## src/rtl/enemy_target.sv

```systemverilog
// enemy_target: single sweeping enemy sprite that detects bullet hits.
// Sweeps horizontally between MIN_X and MAX_X at START_Y. On a bullet hit it
// emits one-cycle bullet_kill and score_pulse strobes, flashes for HIT_CYCLES,
// stays hidden for RESPAWN_CYCLES, then respawns at START_X moving right.
// Ports:
//   clk            system clock, all state on rising edge
//   reset          asynchronous active-low reset
//   bullet_display bullet is in flight
//   bullet_x/y     bullet position (7 bits each)
//   enemy_display  draw sprite this cycle
//   enemy_x/y      sprite top-left position (y fixed at START_Y)
//   enemy_dir      0 = moving right, 1 = moving left
//   alive          enemy is in the ALIVE state
//   bullet_kill    one-cycle hit strobe to the bullet reset
//   score_pulse    one-cycle score increment
module enemy_target #(
  parameter int unsigned START_X        = 60,
  parameter int unsigned START_Y        = 10,
  parameter int unsigned MIN_X          = 2,
  parameter int unsigned MAX_X          = 118,
  parameter int unsigned SIZE           = 8,
  parameter int unsigned MOVE_DIV       = 4,
  parameter int unsigned HIT_CYCLES     = 16,
  parameter int unsigned RESPAWN_CYCLES = 64
) (
  input  logic       clk,
  input  logic       reset,
  input  logic       bullet_display,
  input  logic [6:0] bullet_x,
  input  logic [6:0] bullet_y,
  output logic       enemy_display,
  output logic [6:0] enemy_x,
  output logic [6:0] enemy_y,
  output logic       enemy_dir,
  output logic       alive,
  output logic       bullet_kill,
  output logic       score_pulse
);

  localparam int unsigned MAX_AB  = (HIT_CYCLES > RESPAWN_CYCLES) ? HIT_CYCLES : RESPAWN_CYCLES;
  localparam int unsigned CNT_TOP = (MAX_AB > MOVE_DIV) ? MAX_AB : MOVE_DIV;
  localparam int unsigned CW      = (CNT_TOP <= 4) ? 2 : $clog2(CNT_TOP);

  typedef enum logic [1:0] {ALIVE, HIT, DEAD} state_t;

  state_t          state_q, state_n;
  logic [6:0]      x_n;
  logic            dir_n, disp_n, alive_n, kill_n, score_n;
  logic [CW-1:0]   move_cnt, move_cnt_n;
  logic [CW-1:0]   phase_cnt, phase_cnt_n;

  // Hit window arithmetic in 8 bits so x+SIZE-1 cannot wrap.
  logic [7:0] ex8, ex_hi, bx8, by8;
  logic       hit_c;

  assign enemy_y = 7'(START_Y);

  always_comb begin
    ex8   = {1'b0, enemy_x};
    ex_hi = ex8 + 8'(SIZE - 1);
    bx8   = {1'b0, bullet_x};
    by8   = {1'b0, bullet_y};
    hit_c = bullet_display
         && (bx8 >= ex8) && (bx8 <= ex_hi)
         && (by8 >= 8'(START_Y)) && (by8 <= 8'(START_Y + SIZE - 1));
  end

  // State register and all registered outputs.
  always_ff @(posedge clk or negedge reset) begin
    if (!reset) begin
      state_q       <= ALIVE;
      enemy_x       <= 7'(START_X);
      enemy_dir     <= 1'b0;
      move_cnt      <= '0;
      phase_cnt     <= '0;
      enemy_display <= 1'b1;
      alive         <= 1'b1;
      bullet_kill   <= 1'b0;
      score_pulse   <= 1'b0;
    end else begin
      state_q       <= state_n;
      enemy_x       <= x_n;
      enemy_dir     <= dir_n;
      move_cnt      <= move_cnt_n;
      phase_cnt     <= phase_cnt_n;
      enemy_display <= disp_n;
      alive         <= alive_n;
      bullet_kill   <= kill_n;
      score_pulse   <= score_n;
    end
  end

  // Next-state and next-output logic.
  always_comb begin
    state_n     = state_q;
    x_n         = enemy_x;
    dir_n       = enemy_dir;
    move_cnt_n  = move_cnt;
    phase_cnt_n = phase_cnt;
    disp_n      = enemy_display;
    alive_n     = alive;
    kill_n      = 1'b0;
    score_n     = 1'b0;

    case (state_q)
      ALIVE: begin
        if (hit_c) begin
          // Hit wins over a coincident step: position stays put.
          state_n     = HIT;
          phase_cnt_n = '0;
          kill_n      = 1'b1;
          score_n     = 1'b1;
          alive_n     = 1'b0;
          disp_n      = 1'b1;
        end else if (move_cnt == CW'(MOVE_DIV - 1)) begin
          move_cnt_n = '0;
          if (!enemy_dir && enemy_x == 7'(MAX_X)) begin
            dir_n = 1'b1;
          end else if (enemy_dir && enemy_x == 7'(MIN_X)) begin
            dir_n = 1'b0;
          end else if (!enemy_dir) begin
            x_n = enemy_x + 7'd1;
          end else begin
            x_n = enemy_x - 7'd1;
          end
        end else begin
          move_cnt_n = move_cnt + CW'(1);
        end
      end

      HIT: begin
        // Flash: display follows bit 1 of the phase counter, 1,1,0,0,...
        phase_cnt_n = phase_cnt + CW'(1);
        disp_n      = ~phase_cnt_n[1];
        if (phase_cnt == CW'(HIT_CYCLES - 1)) begin
          state_n     = DEAD;
          phase_cnt_n = '0;
          disp_n      = 1'b0;
        end
      end

      DEAD: begin
        phase_cnt_n = phase_cnt + CW'(1);
        disp_n      = 1'b0;
        if (phase_cnt == CW'(RESPAWN_CYCLES - 1)) begin
          state_n     = ALIVE;
          phase_cnt_n = '0;
          x_n         = 7'(START_X);
          dir_n       = 1'b0;
          move_cnt_n  = '0;
          disp_n      = 1'b1;
          alive_n     = 1'b1;
        end
      end

      default: begin
        state_n = ALIVE;
      end
    endcase
  end

endmodule

```

## config.mk

```make
export PLATFORM = sky130hd
export DESIGN_NAME = enemy_target
export DESIGN_NICKNAME = d
export VERILOG_FILES = /design/src/rtl/enemy_target.sv
export SDC_FILE = /design/constraint.sdc
export NUM_CORES = 1
export LEC_CHECK = 0
export CAP_MARGIN = 0
export CORE_MARGIN = 2
export CORE_UTILIZATION = 50
export CTS_BUF_LIST = sky130_fd_sc_hd__clkbuf_2
export DETAILED_ROUTE_END_ITERATION = 8
export PLACE_DENSITY = 0.75
export RECOVER_POWER = 25
export SETUP_SLACK_MARGIN = 0.2
export SKIP_LAST_GASP = 1
export SLEW_MARGIN = 20
export SYNTH_ARGS = -nofsm -noshare
export SYNTH_HDL_FRONTEND = slang
export SYNTH_SLANG_ARGS = --single-unit
```

## constraint.sdc

```tcl
create_clock -name clk -period 3.3 [get_ports clk]
set_input_delay 0.66 -clock clk [delete_from_list [all_inputs] [get_ports clk]]
set_output_delay 0.66 -clock clk [all_outputs]
set_load 0.01 [all_outputs]
```

== After elaboration in Yosys (flattened, before gate mapping) ==
Cells that the tools add are included.

* Bits in registers: 25
* Output and inout bits: 19
* Input port bits: 17
* Word-level logic and storage cells: 83

* Add/sub/neg operators: 5
* Reductions and logical operators: 16
* Magnitude comparators: 4
* Bitwise gates (word level): 1
* Equal/unequal tests: 15
* Muxes and demuxes: 34

{| class="wikitable"
|+ Operators with widths
! kind !! number
|-
| two-way mux 7 bit || 6
|-
| two-way mux 6 bit || 6
|-
| one-hot mux 6 bit (3 select lines) || 1
|-
| inequality test 2 bit, second input constant || 7
|-
| one-hot mux 7 bit (2 select lines) || 1
|-
| adder 6 x 1 -> 6 bit, second input constant || 2
|-
| two-way mux 1 bit || 12
|-
| one-hot mux 6 bit (2 select lines) || 1
|-
| AND reduction 3 bit || 3
|-
| adder 7 x 3 -> 8 bit, second input constant || 1
|-
| less-or-equal comparator 7 x 8 -> 1 bit || 1
|-
| adder 7 x 1 -> 7 bit, second input constant || 1
|-
| equality test 7 x 2 -> 1 bit, second input constant || 1
|-
| equality test 7 bit, second input constant || 1
|-
| greater-or-equal comparator 7 x 4 -> 1 bit, second input constant || 1
|-
| greater-or-equal comparator 7 bit || 1
|-
| less-or-equal comparator 7 x 5 -> 1 bit, second input constant || 1
|-
| subtractor 7 x 1 -> 7 bit, second input constant || 1
|-
| equality test 6 x 2 -> 1 bit, second input constant || 1
|-
| equality test 6 x 4 -> 1 bit, second input constant || 1
|-
| equality test 6 bit, second input constant || 1
|-
| logical AND 1 bit || 6
|-
| two-way mux 2 bit || 3
|-
| one-hot mux 2 bit (3 select lines) || 1
|-
| other kinds (13) || 14
|}

== Logic depth before layout (Yosys ltp) ==
Gate-level depths: netlist of run 1.

* Depth after elaboration: 7
* Mapped depth: 13
* Gate-level depth less buffers: 12

== Worst setup path after synthesis of run 1 ==
No wires, ideal clock.

* Kind: reg2reg
* Start point: register enemy_x[0]
* End point: register move_cnt[0]
* Arrival time: 3.003 ns
* Path buffers: 1
* Library setup time: 0.125 ns
* Data required time: 3.175 ns
* Period minus slack after synthesis: 3.128 ns
* Setup slack: 0.172 ns
* Cell stages (with the launch flop): 14
* Cells stage by stage: dfrtp_1 -> inv_1 -> ha_1 -> nand2_1 -> nand4_1 -> xnor2_1 -> ha_1 -> a21oi_2 -> nand2_1 -> a211o_1 -> a2111oi_4 -> or2_1 -> buf_6 -> mux2_4

* Word-level cells in the longest chain between the ends: 7
* Elaborated cells on any way between the ends: 9
* Those cells by class: add/sub: 1; order compare: 2; eq/ne: 1; reduce/logical: 5

{| class="wikitable"
|+ Ends and longest elaborated chain
! what !! RTL line !! RTL
|-
| start: declaration || 32 || <nowiki>output logic [6:0] enemy_x,</nowiki>
|-
| start signal: assignment || 72 || <nowiki>enemy_x <= 7'(START_X);</nowiki>
|-
| start signal: assignment || 82 || <nowiki>enemy_x <= x_n;</nowiki>
|-
| adder 7 x 3 -> 8 bit / greater-or-equal comparator 7 bit (equally long branches) || 60, 64 ||
|-
| less-or-equal comparator 7 x 8 -> 1 bit / logical AND 1 bit (equally long branches) || 64 || <nowiki>&& (bx8 >= ex8) && (bx8 <= ex_hi)</nowiki>
|-
| logical AND 1 bit * || 64 ||
|-
| logical AND 1 bit * (2 in series) || 65 || <nowiki>&& (by8 >= 8'(START_Y)) && (by8 <= 8'(START_Y + SIZE - 1));</nowiki>
|-
| inequality test 2 bit (no line) * || n/a ||
|-
| AND reduction 3 bit (no line) * || n/a ||
|-
| end signal: assignment || 84 || <nowiki>move_cnt <= move_cnt_n;</nowiki>
|-
| end: declaration || 49 || <nowiki>logic [CW-1:0] move_cnt, move_cnt_n;</nowiki>
|}

Every way passes the cells marked *; elsewhere a longest branch is shown, timed or not.
A chain may end at the register's enable or synchronous reset.

== Worst setup path in the final report of run 1 ==
* Start point: register enemy_x[2]
* End point: register enemy_x[5]

* Word-level cells in the longest chain between the ends: 7
* Elaborated cells on any way between the ends: 23
* Those cells by class: add/sub: 3; order compare: 2; eq/ne: 5; mux: 6; reduce/logical: 7

{| class="wikitable"
|+ Ends and longest elaborated chain
! what !! RTL line !! RTL
|-
| adder 7 x 3 -> 8 bit (tied with other cells) || 60 || <nowiki>ex_hi = ex8 + 8'(SIZE - 1);</nowiki>
|-
| less-or-equal comparator 7 x 8 -> 1 bit (tied with other cells) || 64 ||
|-
| logical AND 1 bit / two-way mux 7 bit (equally long branches) || 64, 119 ||
|-
| logical AND 1 bit / two-way mux 7 bit (equally long branches) || 65, 117 ||
|-
| logical AND 1 bit / two-way mux 7 bit (equally long branches) || 65, 115 ||
|-
| inequality test 2 bit (no line) / two-way mux 7 bit (equally long branches) || n/a ||
|-
| AND reduction 6 bit (no line) / one-hot mux 7 bit (2 select lines) (equally long branches) || n/a ||
|}

Parallel ways exist; a longest one is shown, timed or not. The select of a mux whose other input is x is not followed.

==> impl_metrics.json, run 1 <==
{
  "status": "finished clean",
  "wire_per_inst_um": 14.4,
  "max_slew_margin_pct": 9.60,
  "whs_ns": 0.510,
  "grt_usage_pct": 20.2,
  "worstMarginPinSlew_ns": 1.36,
  "grt_pass1_vias": 1833,
  "fmax_ghz": 0.337,
  "clk_pin_slew_ns": 0.25,
  "cp.arrival_ns": 3.26,
  "peakVddDrop_mv": 0.404,
  "rsz0062_at_grt": "true",
  "place.gp.congestion": 0.830,
  "reg2reg_slack_ns": 0.33,
  "clk_path_buf_depth": 2,
  "async_flop_share_pct": 100,
  "antenna_found_initial": 0,
  "diodes": 0,
  "drc": 0,
  "grt_start_max_net_pins": 26,
  "core_mm2": 0.00432,
  "start_kind": "flop",
  "endpoint_kind": "flop",
  "min_path_type": "reg2reg",
  "fillers": 377,
  "final-setup-viol-count": 0,
  "firstDrtPassIters": 4,
  "setup_tns_ns": 0,
  "yosysSeqAreaShare_pct": 28.6,
  "worstPathRequired_ns": 3.59,
  "skew_ns": 0.0231,
  "worstSetupStartpoint": "enemy_x[2]$_DFFE_PN1P_",
  "leakagePower_nw": 1.20,
  "period_share_pct": 89.9,
  "io_pins": 36,
  "row_count": 24,
  "ctsHoldBuffers": 0,
  "avgViaCountPerCell": 5.63,
  "drv_slew": 0,
  "syn_inst": 243,
  "layout-drive-gt1-share_pct": 16.3,
  "dieArea_mm2": 0.00498,
  "synth-edff-count": 0,
  "seq_area_um2": 634,
  "grt_overflow_total": 0,
  "cts_buffers": 3,
  "cts_max_level": 1,
  "die_w_um": 70.6,
  "cts_tree": "built",
  "ant_nets": 0,
  "rr_endpoint": "enemy_x[5]$_DFFE_PN1P_",
  "root_buffer": "clkbuf_2",
  "synthesis.area_mm2": 0.00222,
  "clock_sinks": 25,
  "synthFlopType": "dfrtp_1",
  "ys_types": 62,
  "power.density_mw_per_mm2": 549,
  "final-hold-violation-count": 0,
  "multi_input_area_mm2": 0.00149,
  "reg2regPathDepth": 12,
  "cap_viol_max_count": 0,
  "grt_pass1_wl_mm": 8.24,
  "clk_latency_ns": 0.36,
  "drt-total-wl_mm": 4.80,
  "ys_ff_latch": 25,
  "min_period_ns": 2.97,
  "die_h_um": 70.6,
  "nNetsFinal": 327,
  "crit_fanout": 7,
  "worstSetupPathType": "reg2reg",
  "endpoint": "enemy_x[5]$_DFFE_PN1P_",
  "numPortBuffers": 27,
  "yosys_warnings": 0,
  "worstReg2RegStart": "enemy_x[2]$_DFFE_PN1P_",
  "vias": 1880,
  "hpwl_mm": 3.72,
  "drt_iter0_drc": 119,
  "start_util_pct": 51.3,
  "synthToLayoutAreaGrowth_pct": 20.4,
  "syn_area_per_cell_um2": 9.12
}
==> stage by stage <==
| step | cell area [um2] | setup WS (ns) | cells | util [%] | total power [mW] |
|---|---|---|---|---|---|
| after global routing | 2670 | 0.168 | 334 | 61.7 | 1.59 |
| final | 2670 | 0.334 | 334 | 61.7 | 1.47 |
| after detailed placement | 2550 | 0.00822 | 322 | 58.9 | 1.30 |
| after global placement | 2550 | 0.0969 | 322 | 58.9 | 1.28 |
| after CTS | 2590 | 0.212 | 326 | 59.8 | 1.44 |
| after floorplan | 2240 | 0.232 | 248 | - | 1.06 |
==> cell type report <==
type	count	share of cell area, %
clock inverters	1	0.188
multi-input cells	193	55.8
repair buffers	44	14.9
well taps	52	2.44
clock buffers	3	0.563
inverters	16	2.34
flip-flops and latches	25	23.8
==> placed cells by master, fill, tap and decap left out, types with 7 or more instances in the layout <==
cell	n
clkdlybuf4s50_1	26
ha_1	25
dfrtp_1	18
nand2_1	16
a21oi_1	15
buf_4	15
nand3_1	13
inv_1	12
o21ai_0	10
nor2_1	8
xnor2_1	7
nand2b_1	7
conb_1	7
==> power breakdown <==
part | total (mW) | internal (mW) | switching, mW
logic | 0.901 | 0.405 | 0.496
registers | 0.443 | 0.382 | 0.0612
clock network | 0.122 | 0.0274 | 0.0944
==> worst min-delay path by stage <==
stage	end	cells past startpoint	startpoint	slack (ns)
after floorplan	enemy_dir$_DFFE_PN0P_	0	reset	0.36
after global placement	enemy_display$_DFFE_PN1P_	2	enemy_display$_DFFE_PN1P_	0.48
after detailed placement	enemy_display$_DFFE_PN1P_	2	enemy_display$_DFFE_PN1P_	0.48
after CTS	enemy_display$_DFFE_PN1P_	2	enemy_display$_DFFE_PN1P_	0.51
after global routing	enemy_display$_DFFE_PN1P_	2	enemy_display$_DFFE_PN1P_	0.52
final	enemy_display$_DFFE_PN1P_	2	enemy_display$_DFFE_PN1P_	0.51
==> registers in the layout, summed over array words and instances (netlist names) <==
name,flops
state_q,2
enemy_x,7
score_pulse,1
move_cnt,6
enemy_display,1
enemy_dir,1
alive,1
phase_cnt,6
==> routing by layer <==
layer	vias up	GRT usage (%)	share of wire [%]	wire length, um
met3	4	2.85	2.7	131
met4	0	5.24	0.79	38
met2	22	33.6	48	2280
met5	-	0	0	0
li1	954	-	-	-
met1	900	28.0	49	2350
==> cells in the mapped netlist, types with 2 or more instances <==
master / number / area, um2
xor2_1: 2 / 17.5
nand3_1: 13 / 65.1
or3_1: 4 / 25.0
nor4b_1: 2 / 17.5
nand2b_1: 7 / 43.8
nor4bb_1: 2 / 20.0
a21o_1: 3 / 22.5
ha_1: 26 / 325
dfstp_2: 6 / 158
o21ai_0: 10 / 50.1
nor3_1: 4 / 20.0
mux2_2: 2 / 22.5
and2_1: 3 / 18.8
inv_1: 14 / 52.6
a221o_1: 3 / 30.0
nand4_1: 2 / 12.5
buf_4: 8 / 60.1
and3_1: 5 / 31.3
nor4_1: 5 / 31.3
a22oi_1: 2 / 15.0
a211o_1: 2 / 17.5
a21oi_2: 3 / 26.3
xnor2_1: 7 / 61.3
or2_2: 2 / 12.5
nand2_1: 17 / 63.8
nor2_1: 8 / 30.0
clkbuf_1: 4 / 15.0
nor2b_1: 2 / 12.5
o211ai_1: 5 / 37.5
nor3b_1: 2 / 15.0
a21oi_1: 15 / 75.1
dfrtp_1: 19 / 475
mux2i_1: 4 / 40.0
conb_1: 2 / 7.51
==> kinds of logic (layout without fill, tap and decap cells) <==
kind of cell    count (synthesis)  after routing  share of synthesized area [%]
simple gates                   82             82                           20.2
compound gates                 60             60                           20.9
buf+inv                        30             64                           6.83
fa+ha+maj                      27             27                           15.6
flops                          25             25                           28.6
xor+xnor                        9              9                           3.56
mux                             8              8                           4.01
other cells                     2              7                          0.339
==> worst max-delay path, cell delays in order, from the launching register on <==
cell and delay, ns:
dfstp_2 0.60, inv_4 0.05, nand2_2 0.07, nand4_1 0.11
xnor2_1 0.25, ha_1 0.31, a21oi_2 0.14, nand2_1 0.06
a211o_1 0.31, a211oi_4 0.36, buf_6 0.17, a2bb2oi_4 0.24
mux2i_1 0.23
==> what timing repair did <==
| item | in CTS | in global routing |
|---|---|---|
| pin swaps | 1 | 7 |
| setup endpoints to repair | 4 | 21 |
| setup buffers | 0 | 8 |
| resized for setup | 2 | 8 |
Note: power is estimated with default switching activity, not from simulation.
==> run 2, diff against run 1 <==
SETUP_SLACK_MARGIN = 0.5   (was 0.2)
==> impl_metrics.json, run 2 (same netlist as run 1, synthesis figures left out) <==
{
  "status": "finished clean",
  "firstDrtPassIters": 4,
  "grt_overflow_total": 0,
  "root_buffer": "clkbuf_2",
  "start_util_pct": 51.3,
  "core_mm2": 0.00432,
  "dieArea_mm2": 0.00498,
  "largestRegisters": "enemy_x x7, move_cnt x6, phase_cnt x6",
  "final-hold-violation-count": 0,
  "largest-register": "enemy_x",
  "grt_pass1_vias": 1852,
  "power_mw": 1.53,
  "die_h_um": 70.6,
  "antenna_found_initial": 0,
  "layout-drive-gt1-share_pct": 20.2,
  "skew_ns": 0.0259,
  "wire_per_inst_um": 14.7,
  "drt_iter0_drc": 75,
  "crit_path_top_delay_cell": "dfstp_2",
  "cts_buffers": 3,
  "clk_pin_slew_ns": 0.26,
  "cp_top_family": "compound AO/OA/AOI/OAI gates",
  "cap_viol_max_count": 0,
  "numPortBuffers": 27,
  "crit_fanout": 9,
  "ctsHoldBuffers": 0,
  "grt_usage_pct": 20.1,
  "p_int_mw": 0.844,
  "leakagePower_nw": 1.21,
  "worstSetupPathType": "reg2reg",
  "largest_register_ffs": 7,
  "p_seq_share_pct": 29.4,
  "power.switching_mw": 0.687,
  "nNetsFinal": 327,
  "critPathBufInv": 2,
  "rsz0062_at_grt": "true",
  "grt_start_max_net_pins": 26,
  "crit_chain": "inv_4, nand2_2, nand4_1, xnor2_1, ha_1, nand3_1, and3_4, a311oi_4, a211oi_4, buf_4, o21a_1, mux2_2",
  "row_count": 24,
  "avgViaCountPerCell": 5.82,
  "worstMarginPinSlew_ns": 1.29,
  "drv_slew": 0,
  "worstPathRequired_ns": 3.57,
  "cts_tree": "built",
  "clock_sinks": 25,
  "synthToLayoutAreaGrowth_pct": 23.6,
  "die_w_um": 70.6,
  "ant_nets": 0,
  "fmax_ghz": 0.347,
  "crit_path_max_incr_delay_ns": 0.62,
  "final-setup-viol-count": 0,
  "hpwl_mm": 3.66,
  "max_slew_margin_pct": 13.7,
  "p_clk_share_pct": 8.1,
  "diodes": 0,
  "cp.arrival_ns": 3.15,
  "setup_tns_ns": 0,
  "final_common_cell": "clkdlybuf4s50_1",
  "drc": 0,
  "pwr-share-comb_pct": 62.5,
  "min_path_type": "reg2reg",
  "endpoint_kind": "flop",
  "place.gp.congestion": 0.787,
  "clk_path_buf_depth": 2,
  "period_share_pct": 87.3,
  "min_period_ns": 2.88,
  "clk_latency_ns": 0.36,
  "drt-total-wl_mm": 4.92,
  "switching_share_pct": 44.9,
  "cts_max_level": 1,
  "final_cell_mix": "clkdlybuf4s50_1, ha_1, dfrtp_1",
  "grt_pass1_wl_mm": 8.20,
  "vias": 1945,
  "io_pins": 36,
  "peakVddDrop_mv": 0.498,
  "start_kind": "flop",
  "power.density_mw_per_mm2": 559
}
==> run 2: per-layer routing <==
layer | global-route usage, % | routed length, um
met5 | 0 | 0
met4 | 2.52 | 28
met3 | 3.70 | 170
met2 | 34.9 | 2400
met1 | 27.1 | 2320
==> run 2: power groups by stage <==
stage / registers [mW] / clock network [mW] / logic [mW]
after floorplan: 0.460 / 0 / 0.634
after global placement: 0.467 / 0 / 0.826
after detailed placement: 0.470 / 0 / 0.847
after CTS: 0.446 / 0.125 / 0.926
after global routing: 0.458 / 0.139 / 1.06
final: 0.450 / 0.125 / 0.956
==> run 2: tightest hold or removal path, delay by kind of cell, from the launching register on <==
kind	cells	cell delay, ns
AOI/OAI and AO/OA	1	0.07
buffers and inverters	1	0.04
DFF	1	0.42
==> run 2: area by class of cell <==
| class | instances | area, um2 |
|---|---|---|
| clock buffers | 3 | 15.0 |
| clock inverters | 1 | 5.00 |
| fillers | 360 | 1580 |
| inverters | 16 | 65.1 |
| multi-input cells | 193 | 1550 |
| flip-flops and latches | 25 | 636 |
| well taps | 52 | 65.1 |
| repair buffers | 44 | 402 |
==> run 2: timing repair <==
action / in CTS / in global routing
gates resized for setup: 9 / 12
pin swaps: 3 / 5
endpoints found under the setup margin: 19 / 24
buffers inserted: 11 / 0
==> run 2: path summary, 6_finish.rpt <==
| check | cells after the start | slack, ns | end | startpoint |
|---|---|---|---|---|
| min in group asynchronous | 2 | 1.04 | move_cnt[4]$_DFFE_PN0P_ | reset |
| setup / recovery | 12 | 0.42 | phase_cnt[0]$_DFFE_PN0P_ | enemy_x[2]$_DFFE_PN1P_ |
| hold / removal | 2 | 0.50 | enemy_display$_DFFE_PN1P_ | enemy_display$_DFFE_PN1P_ |
| max in group asynchronous | 2 | 1.39 | enemy_x[0]$_DFFE_PN0P_ | reset |
| setup reg to reg | 12 | 0.42 | phase_cnt[0]$_DFFE_PN0P_ | enemy_x[2]$_DFFE_PN1P_ |
| hold reg to reg | 2 | 0.50 | enemy_display$_DFFE_PN1P_ | enemy_display$_DFFE_PN1P_ |
==> run 2: per-stage QoR <==
stage	setup WS, ns	util (%)	instance area (um2)	instances	hold WS, ns
after floorplan	0.473	-	2280	248	0.364
after CTS	0.444	62.5	2700	334	0.512
after global placement	0.127	59.1	2550	319	0.473
final	0.418	63.4	2740	334	0.504
after detailed placement	0.0911	59.1	2550	319	0.486
after global routing	0.258	63.4	2740	334	0.543
